File: src/rtl/gray_conv_arbiter.sv
// Two-requester round-robin arbiter in front of one binary-to-Gray converter,
// with a single-entry tagged output register and a completed-handshake counter.
module gray_conv_arbiter #(
    parameter int WIDTH = 4,
    parameter int CNT_W = 8
) (
    input  logic             clk,
    input  logic             rst_n,
    input  logic             req0_valid,
    input  logic [WIDTH-1:0] req0_bin,
    output logic             req0_ready,
    input  logic             req1_valid,
    input  logic [WIDTH-1:0] req1_bin,
    output logic             req1_ready,
    output logic             out_valid,
    output logic [WIDTH-1:0] out_gray,
    output logic             out_src,
    input  logic             out_ready,
    output logic [CNT_W-1:0] done_count
);

    typedef enum logic {
        EMPTY = 1'b0,
        FULL  = 1'b1
    } state_e;

    state_e           state_q, state_d;
    logic [WIDTH-1:0] gray_q, gray_d;
    logic             src_q, src_d;
    logic             last_grant_q, last_grant_d;
    logic [CNT_W-1:0] cnt_q, cnt_d;

    logic             out_hs;
    logic             accept;
    logic             grant_sel;
    logic             xfer;
    logic [WIDTH-1:0] bin_sel;

    function automatic logic [WIDTH-1:0] bin2gray(input logic [WIDTH-1:0] b);
        return b ^ (b >> 1);
    endfunction

    always_comb begin
        out_hs = (state_q == FULL) && out_ready;
        accept = (state_q == EMPTY) || out_hs;

        // On a tie the requester that did not win last time gets the grant.
        if (req0_valid && req1_valid) begin
            grant_sel = ~last_grant_q;
        end else if (req1_valid) begin
            grant_sel = 1'b1;
        end else begin
            grant_sel = 1'b0;
        end

        req0_ready = accept && !grant_sel && req0_valid;
        req1_ready = accept &&  grant_sel && req1_valid;
        xfer       = req0_ready || req1_ready;
        bin_sel    = grant_sel ? req1_bin : req0_bin;
    end

    always_comb begin
        state_d      = state_q;
        gray_d       = gray_q;
        src_d        = src_q;
        last_grant_d = last_grant_q;
        cnt_d        = cnt_q + {{(CNT_W-1){1'b0}}, out_hs};

        if (xfer) begin
            state_d      = FULL;
            gray_d       = bin2gray(bin_sel);
            src_d        = grant_sel;
            last_grant_d = grant_sel;
        end else if (out_hs) begin
            // Data is left stale on drain; consumers qualify with out_valid.
            state_d = EMPTY;
        end
    end

    always_ff @(posedge clk or negedge rst_n) begin
        if (!rst_n) begin
            state_q      <= EMPTY;
            gray_q       <= '0;
            src_q        <= 1'b0;
            last_grant_q <= 1'b1;
            cnt_q        <= '0;
        end else begin
            state_q      <= state_d;
            gray_q       <= gray_d;
            src_q        <= src_d;
            last_grant_q <= last_grant_d;
            cnt_q        <= cnt_d;
        end
    end

    assign out_valid  = (state_q == FULL);
    assign out_gray   = gray_q;
    assign out_src    = src_q;
    assign done_count = cnt_q;

endmodule

File: config.mk
export PLATFORM = sky130hd
export DESIGN_NAME = gray_conv_arbiter
export DESIGN_NICKNAME = d
export VERILOG_FILES = /design/src/rtl/gray_conv_arbiter.sv
export SDC_FILE = /design/constraint.sdc
export NUM_CORES = 1
export LEC_CHECK = 0
export CAP_MARGIN = 20
export CORE_MARGIN = 5
export CORE_UTILIZATION = 34
export CTS_CLUSTER_DIAMETER = 120
export DETAILED_ROUTE_END_ITERATION = 10
export PLACE_DENSITY = 0.69
export SLEW_MARGIN = 20
export SYNTH_ARGS = -nofsm -noshare
export SYNTH_HDL_FRONTEND = slang
export SYNTH_SLANG_ARGS = --single-unit
File: constraint.sdc
create_clock -name clk -period 1.8 [get_ports clk]
set_input_delay 0.36 -clock clk [delete_from_list [all_inputs] [get_ports clk]]
set_output_delay 0.36 -clock clk [all_outputs]
set_load 0.05 [all_outputs]
==> results of run 1 <==
-- routing by layer --
metal  vias up  GRT usage  part of all wire
met5         -          0                 0
met4         0     0.0407                 0
met3         0     0.0232             0.045
met2        10      0.174              0.51
met1       240      0.125              0.44
li1        264          -                 -
-- what timing repair did --
item / in CTS / in global routing
pin swaps: 0 / 1
gates resized for setup: 1 / 2
endpoints found under the setup margin: 1 / 2
-- power by group --
part           switching, mW  total, mW  internal, mW
sequential            0.0912      0.534         0.443
clock                  0.101      0.187        0.0858
combinational          0.483      0.750         0.267
-- kinds of logic after synthesis --
logic type                 after synthesis
adders and majority gates                2
xor gates and xnor gates                12
DFF                                     15
AOI/OAI and AO/OA                        5
and+or+nand+nor                         13
muxes                                    8
-- cells in the mapped netlist, drive strengths merged --
master | count | share of area
nand3 | 4 | 0.028
ha | 2 | 0.035
o21a | 1 | 0.012
xor2 | 2 | 0.025
xnor2 | 10 | 0.12
mux2i | 3 | 0.042
a31oi | 1 | 0.0088
a21oi | 1 | 0.0070
nand2 | 2 | 0.011
nor2 | 2 | 0.011
dfstp | 1 | 0.037
and2 | 2 | 0.019
and3 | 2 | 0.018
a21boi | 1 | 0.026
nand2b | 1 | 0.0088
mux2 | 5 | 0.089
a21o | 1 | 0.011
dfrtp | 14 | 0.49
-- sequential cells by signal (all words and copies together) (netlist names) --
signal,cells
out_valid,1
out_src,1
done_count,8
last_grant_q,1
out_gray,4
-- stage by stage --
| step | setup slack (ns) | TNS [ns] | std cells | util | power (mW) |
|---|---|---|---|---|---|
| global route | -0.0127 | -0.0127 | 119 | 0.549 | 1.56 |
| finish | 0.0371 | 0 | 119 | 0.549 | 1.47 |
| floorplan | 0.138 | 0 | 55 | - | 1.03 |
| detailed placement | -0.0170 | -0.0170 | 115 | 0.532 | 1.30 |
| global placement | 0.00869 | 0 | 115 | 0.532 | 1.29 |
| CTS | 0.00464 | 0 | 119 | 0.546 | 1.49 |
-- worst register-to-register path, stage by stage, from the launching register on --
cell and delay [ns]:
dfrtp_1 0.43, and2_1 0.18, ha_1 0.21, and3_1 0.23, nand3_1 0.11, xnor2_1 0.13
-- cell usage in the layout, fill, tap and decap left out, drive strengths merged --
cell type      count
nand3              4
and2               2
nor2               2
buf               21
nand2              2
ha                 2
dfstp              1
a21o               1
clkdlybuf4s50     12
dfrtp             14
and3               2
mux2               5
o21a               1
mux2i              3
xnor2             10
clkbuf             4
a21oi              1
xor2               2
a21boi             1
a31oi              1
nand2b             1
-- cell type report --
| class | count | area share |
|---|---|---|
| timing repair buffer | 33 | 0.278 |
| sequential | 15 | 0.346 |
| clock buffer | 4 | 0.0241 |
| tap | 27 | 0.0310 |
| multi-input combinational | 40 | 0.321 |
-- worst min-delay path by stage --
| stage | start | to | cells after the start |
|---|---|---|---|
| 2_1_floorplan | rst_n | done_count[0] | 0 |
| 3_3_place_gp | done_count[7] | done_count[7] | 1 |
| 3_5_place_dp | done_count[7] | done_count[7] | 1 |
| 4_1_cts | rst_n | done_count[7] | 2 |
| 5_1_grt | rst_n | done_count[7] | 2 |
| 6_report | rst_n | done_count[7] | 2 |
==> flow_metrics.env, run 1 <==
export IMPL_core_mm2=0.00198
export IMPL_crit_family="buffers and inverters"
export IMPL_nets=108
export IMPL_avgSynthCellArea_um2=13.0
export IMPL_slowest_delay_ns=0.48
export IMPL_overflow=0
export IMPL_synth_yosys_seq_area_share=0.527
export IMPL_worstPathCellList="clkdlybuf4s50_1 > a21boi_4 > and2_4 > buf_12"
export IMPL_finalMaxSlewViolations=0
export IMPL_r2r_start="out_valid"
export IMPL_ys_types=20
export IMPL_synthMuxAreaShare=0.131
export IMPL_fin_crit_sh=0.979
export IMPL_cts_setup_buffers=0
export IMPL_nFillCells=183
export IMPL_start_util=0.360
export IMPL_drive_gt1_frac=0.380
export IMPL_route_detailed_drc=0
export IMPL_fin_skew_ns=0.00425
export IMPL_setup_viol=0
export IMPL_htreeDepth=1
export IMPL_area_growth_pct=52.4
export IMPL_maxSlewHeadroom=0.873
export IMPL_crit_type="in2out"
export IMPL_yosys_warnings=0
export IMPL_globalplace_congestion=0.659
export IMPL_reg2reg_to="done_count[5]"
export IMPL_drv_cap=0
export IMPL_die_w_um=55.8
export IMPL_p_leak_nw=0.501
export IMPL_rsz0062_at_grt="true"
export IMPL_hp_class="in2async"
export IMPL_io_pins=29
export IMPL_antenna_cells=0
export IMPL_grt_max_degree=16
export IMPL_ctsLongestPathBuffers=2
export IMPL_status="finished clean"
export IMPL_crit_arrival_ns=1.40
export IMPL_cp_startpoint="req1_valid"
export IMPL_syn_inst=55
export IMPL_synth_cell_area_um2=714
export IMPL_die_h_um=55.8
export IMPL_start_kind="primary input"
export IMPL_viasPerCell=4.32
export IMPL_yosys_area_share_simple=0.0946
export IMPL_place_area_mm2=0.00105
export IMPL_cts_root_buf="clkbuf_4"
export IMPL_ir_worst_vdd_uv=739
export IMPL_dr_pass1_iters=3
export IMPL_max_freq_mhz=567
export IMPL_syn_nets=70
export IMPL_grt_pass1_wl_um=2570
export IMPL_cts_hold_buf=0
export IMPL_cp_required_ns=1.44
export IMPL_worstMarginPinSlew_ns=0.190
export IMPL_crit_cells=4
export IMPL_cts_sinks=15
export IMPL_synthAdderAreaFrac=0.0350
export IMPL_reg2reg_slack_ns=0.46
export IMPL_synth_compound_area_frac=0.0648
export IMPL_setup_worst_path_end="req1_ready"
export IMPL_dieArea_mm2=0.00312
export IMPL_power_density_mw_per_mm2=1350
export IMPL_ys_seq_elements=15
export IMPL_rows=16
export IMPL_grt_pass1_vias=589
export IMPL_cts_buffers=3
export IMPL_seq_area_um2=377
export IMPL_multiInputGateArea_um2=349
export IMPL_drtAntennaViolNets=0
export IMPL_antenna_found_initial=0
export IMPL_end_kind="output pin"
export IMPL_num_vias=514
export IMPL_whs_ns=0.382
export IMPL_io_buffers=28
export IMPL_clk_pin_slew_worst_paths_ns=0.09
export IMPL_drtIter0Drc=5
export IMPL_routedWlPerCell_um=11.8
export IMPL_routed_wl_um=1410
export IMPL_synth_top_family_by_area="XOR/XNOR gates"
export IMPL_postLayoutCellArea_mm2=0.00109
export IMPL_fin_crit_ns=1.76
export IMPL_path_buf_inv=2
export IMPL_cts_tree="yes"
export IMPL_hpwl_um=1150
export IMPL_hold_viol_final=0
export IMPL_cp_slowest_cell="clkdlybuf4s50_1"
export IMPL_track_usage=0.103
export IMPL_clk_latency_ns=0.28
export IMPL_cp_max_fo=4
export IMPL_synth_xor_area_frac=0.147
export IMPL_worstRegToRegCells=5
(Power assumes the default switching activity.)
==> inputs of run 2 (changes only) <==
--- a/config.mk
+++ b/config.mk
@@ -7,10 +7,10 @@
 export LEC_CHECK = 0
 export CAP_MARGIN = 20
 export CORE_MARGIN = 5
-export CORE_UTILIZATION = 34
+export CORE_UTILIZATION = 30
 export CTS_CLUSTER_DIAMETER = 120
 export DETAILED_ROUTE_END_ITERATION = 10
-export PLACE_DENSITY = 0.69
+export PLACE_DENSITY = 0.62
 export SLEW_MARGIN = 20
 export SYNTH_ARGS = -nofsm -noshare
 export SYNTH_HDL_FRONTEND = slang
==> constraint.sdc (replaced) <==
create_clock -name clk -period 2 [get_ports clk]
set_input_delay 0.4 -clock clk [delete_from_list [all_inputs] [get_ports clk]]
set_output_delay 0.4 -clock clk [all_outputs]
set_load 0.05 [all_outputs]
==> flow_metrics.env, run 2 (synthesis results as in run 1) <==
export IMPL_ctsLongestPathBuffers=2
export IMPL_postLayoutCellArea_mm2=0.00109
export IMPL_setup_viol=0
export IMPL_final_cell_mix="clkdlybuf4s50_1 (26), dfrtp_1 (14), xnor2_1 (10)"
export IMPL_layout_setup_ws_ns=0.0609
export IMPL_clk_pin_slew_worst_paths_ns=0.09
export IMPL_power_density_mw_per_mm2=1230
export IMPL_crit_type="in2out"
export IMPL_hp_class="in2async"
export IMPL_start_kind="primary input"
export IMPL_drtAntennaViolNets=0
export IMPL_drv_cap=0
export IMPL_cp_max_fo=5
export IMPL_io_pins=29
export IMPL_dp_slack_ns=0.0693
export IMPL_nets=105
export IMPL_drive_gt1_frac=0.191
export IMPL_cp_required_ns=1.60
export IMPL_grt_max_degree=16
export IMPL_p_leak_nw=0.464
export IMPL_max_freq_mhz=516
export IMPL_end_kind="output pin"
export IMPL_routedWlPerCell_um=11.6
export IMPL_die_w_um=58.8
export IMPL_worstMarginPinSlew_ns=0.503
export IMPL_cts_buffers=3
export IMPL_cp_slowest_cell="clkdlybuf4s50_1"
export IMPL_fin_util=0.490
export IMPL_dieArea_mm2=0.00346
export IMPL_grt_pass1_vias=549
export IMPL_grt_pass1_wl_um=2300
export IMPL_cts_hold_buf=0
export IMPL_maxSlewHeadroom=0.664
export IMPL_cts_tree="yes"
export IMPL_worstPathCellList="clkdlybuf4s50_1 > a21boi_4 > and2_2 > buf_12"
export IMPL_clk_latency_ns=0.27
export IMPL_largest_reg_flops=8
export IMPL_antenna_cells=0
export IMPL_viasPerCell=4.44
export IMPL_rows=17
export IMPL_cts_root_buf="clkbuf_4"
export IMPL_slowest_delay_ns=0.52
export IMPL_num_vias=520
export IMPL_globalplace_congestion=0.666
export IMPL_area_growth_pct=53.1
export IMPL_place_area_mm2=0.00106
export IMPL_crit_arrival_ns=1.54
export IMPL_fin_crit_ns=1.94
export IMPL_start_util=0.320
export IMPL_routed_wl_um=1360
export IMPL_nFillCells=225
export IMPL_hpwl_um=1100
export IMPL_core_mm2=0.00223
export IMPL_overflow=0
export IMPL_drtIter0Drc=2
export IMPL_die_h_um=58.8
export IMPL_status="finished clean"
export IMPL_io_buffers=28
export IMPL_antenna_found_initial=0
export IMPL_finalMaxSlewViolations=0
export IMPL_route_detailed_drc=0
export IMPL_dr_pass1_iters=2
export IMPL_path_buf_inv=2
export IMPL_track_usage=0.0874
export IMPL_fin_crit_sh=0.970
export IMPL_fin_skew_ns=0.00215
export IMPL_crit_family="buffers and inverters"
export IMPL_whs_ns=0.433
export IMPL_hold_viol_final=0
export IMPL_htreeDepth=1
export IMPL_tns_ns=0
export IMPL_layout_commonest_cell="clkdlybuf4s50_1"
export IMPL_cts_sinks=15
export IMPL_ir_worst_vdd_uv=738
export IMPL_rsz0062_at_grt="false"
-- run 2: cell types whose count changed in the layout (fill, tap and decap cells not counted) --
cell | previous run | this run
and2_2 | 0 | 1
and2_4 | 1 | 0
buf_4 | 19 | 2
clkdlybuf4s50_1 | 12 | 26
nand2b_1 | 0 | 1
nand2b_4 | 1 | 0
-- run 2: what timing repair did --
action,4_1_cts,5_1_grt
setup endpoints to repair,0,1
setup buffers,0,0
gates resized for setup,0,1
-- run 2: routing by layer --
metal	up-vias	track usage	routed length [µm]	share of wire
met5	-	0	0	0
met4	0	0.0485	0	0
met3	0	0.0351	159	0.12
met2	24	0.128	569	0.42
met1	238	0.108	631	0.46
li1	258	-	-	-
-- run 2: stage by stage --
stage	instances	power [mW]
floorplan	55	0.922
global placement	113	1.18
detailed placement	113	1.19
CTS	117	1.36
global route	117	1.42
finish	117	1.34
-- run 2: final timing paths --
check | endpoint | slack [ns] | from | cells past startpoint
worst max-delay path | req1_ready | 0.06 | req0_valid | 4
worst min-delay path | done_count[2] | 0.43 | rst_n | 2
worst max register to register | out_gray[3] | 0.70 | last_grant_q | 3
worst min register to register | done_count[7] | 0.48 | done_count[7] | 1
max in group asynchronous | last_grant_q | 1.33 | rst_n | 2
min in group clk | done_count[7] | 0.48 | done_count[7] | 1
-- run 2: cell type report --
class / instances / area, µm² / share of cell area
multi-input cells: 40 / 340 / 0.311
clock buffers: 4 / 26.3 / 0.0240
flip-flops and latches: 15 / 377 / 0.344
repair buffers: 30 / 315 / 0.288
well taps: 28 / 35.0 / 0.0320
-- run 2: report_power, final --
group / leakage [nW] / internal (mW) / switching, mW / total [mW]
registers: 0.179 / 0.399 / 0.0798 / 0.479
clock network: 0.0150 / 0.0772 / 0.0928 / 0.170
logic: 0.270 / 0.265 / 0.431 / 0.696
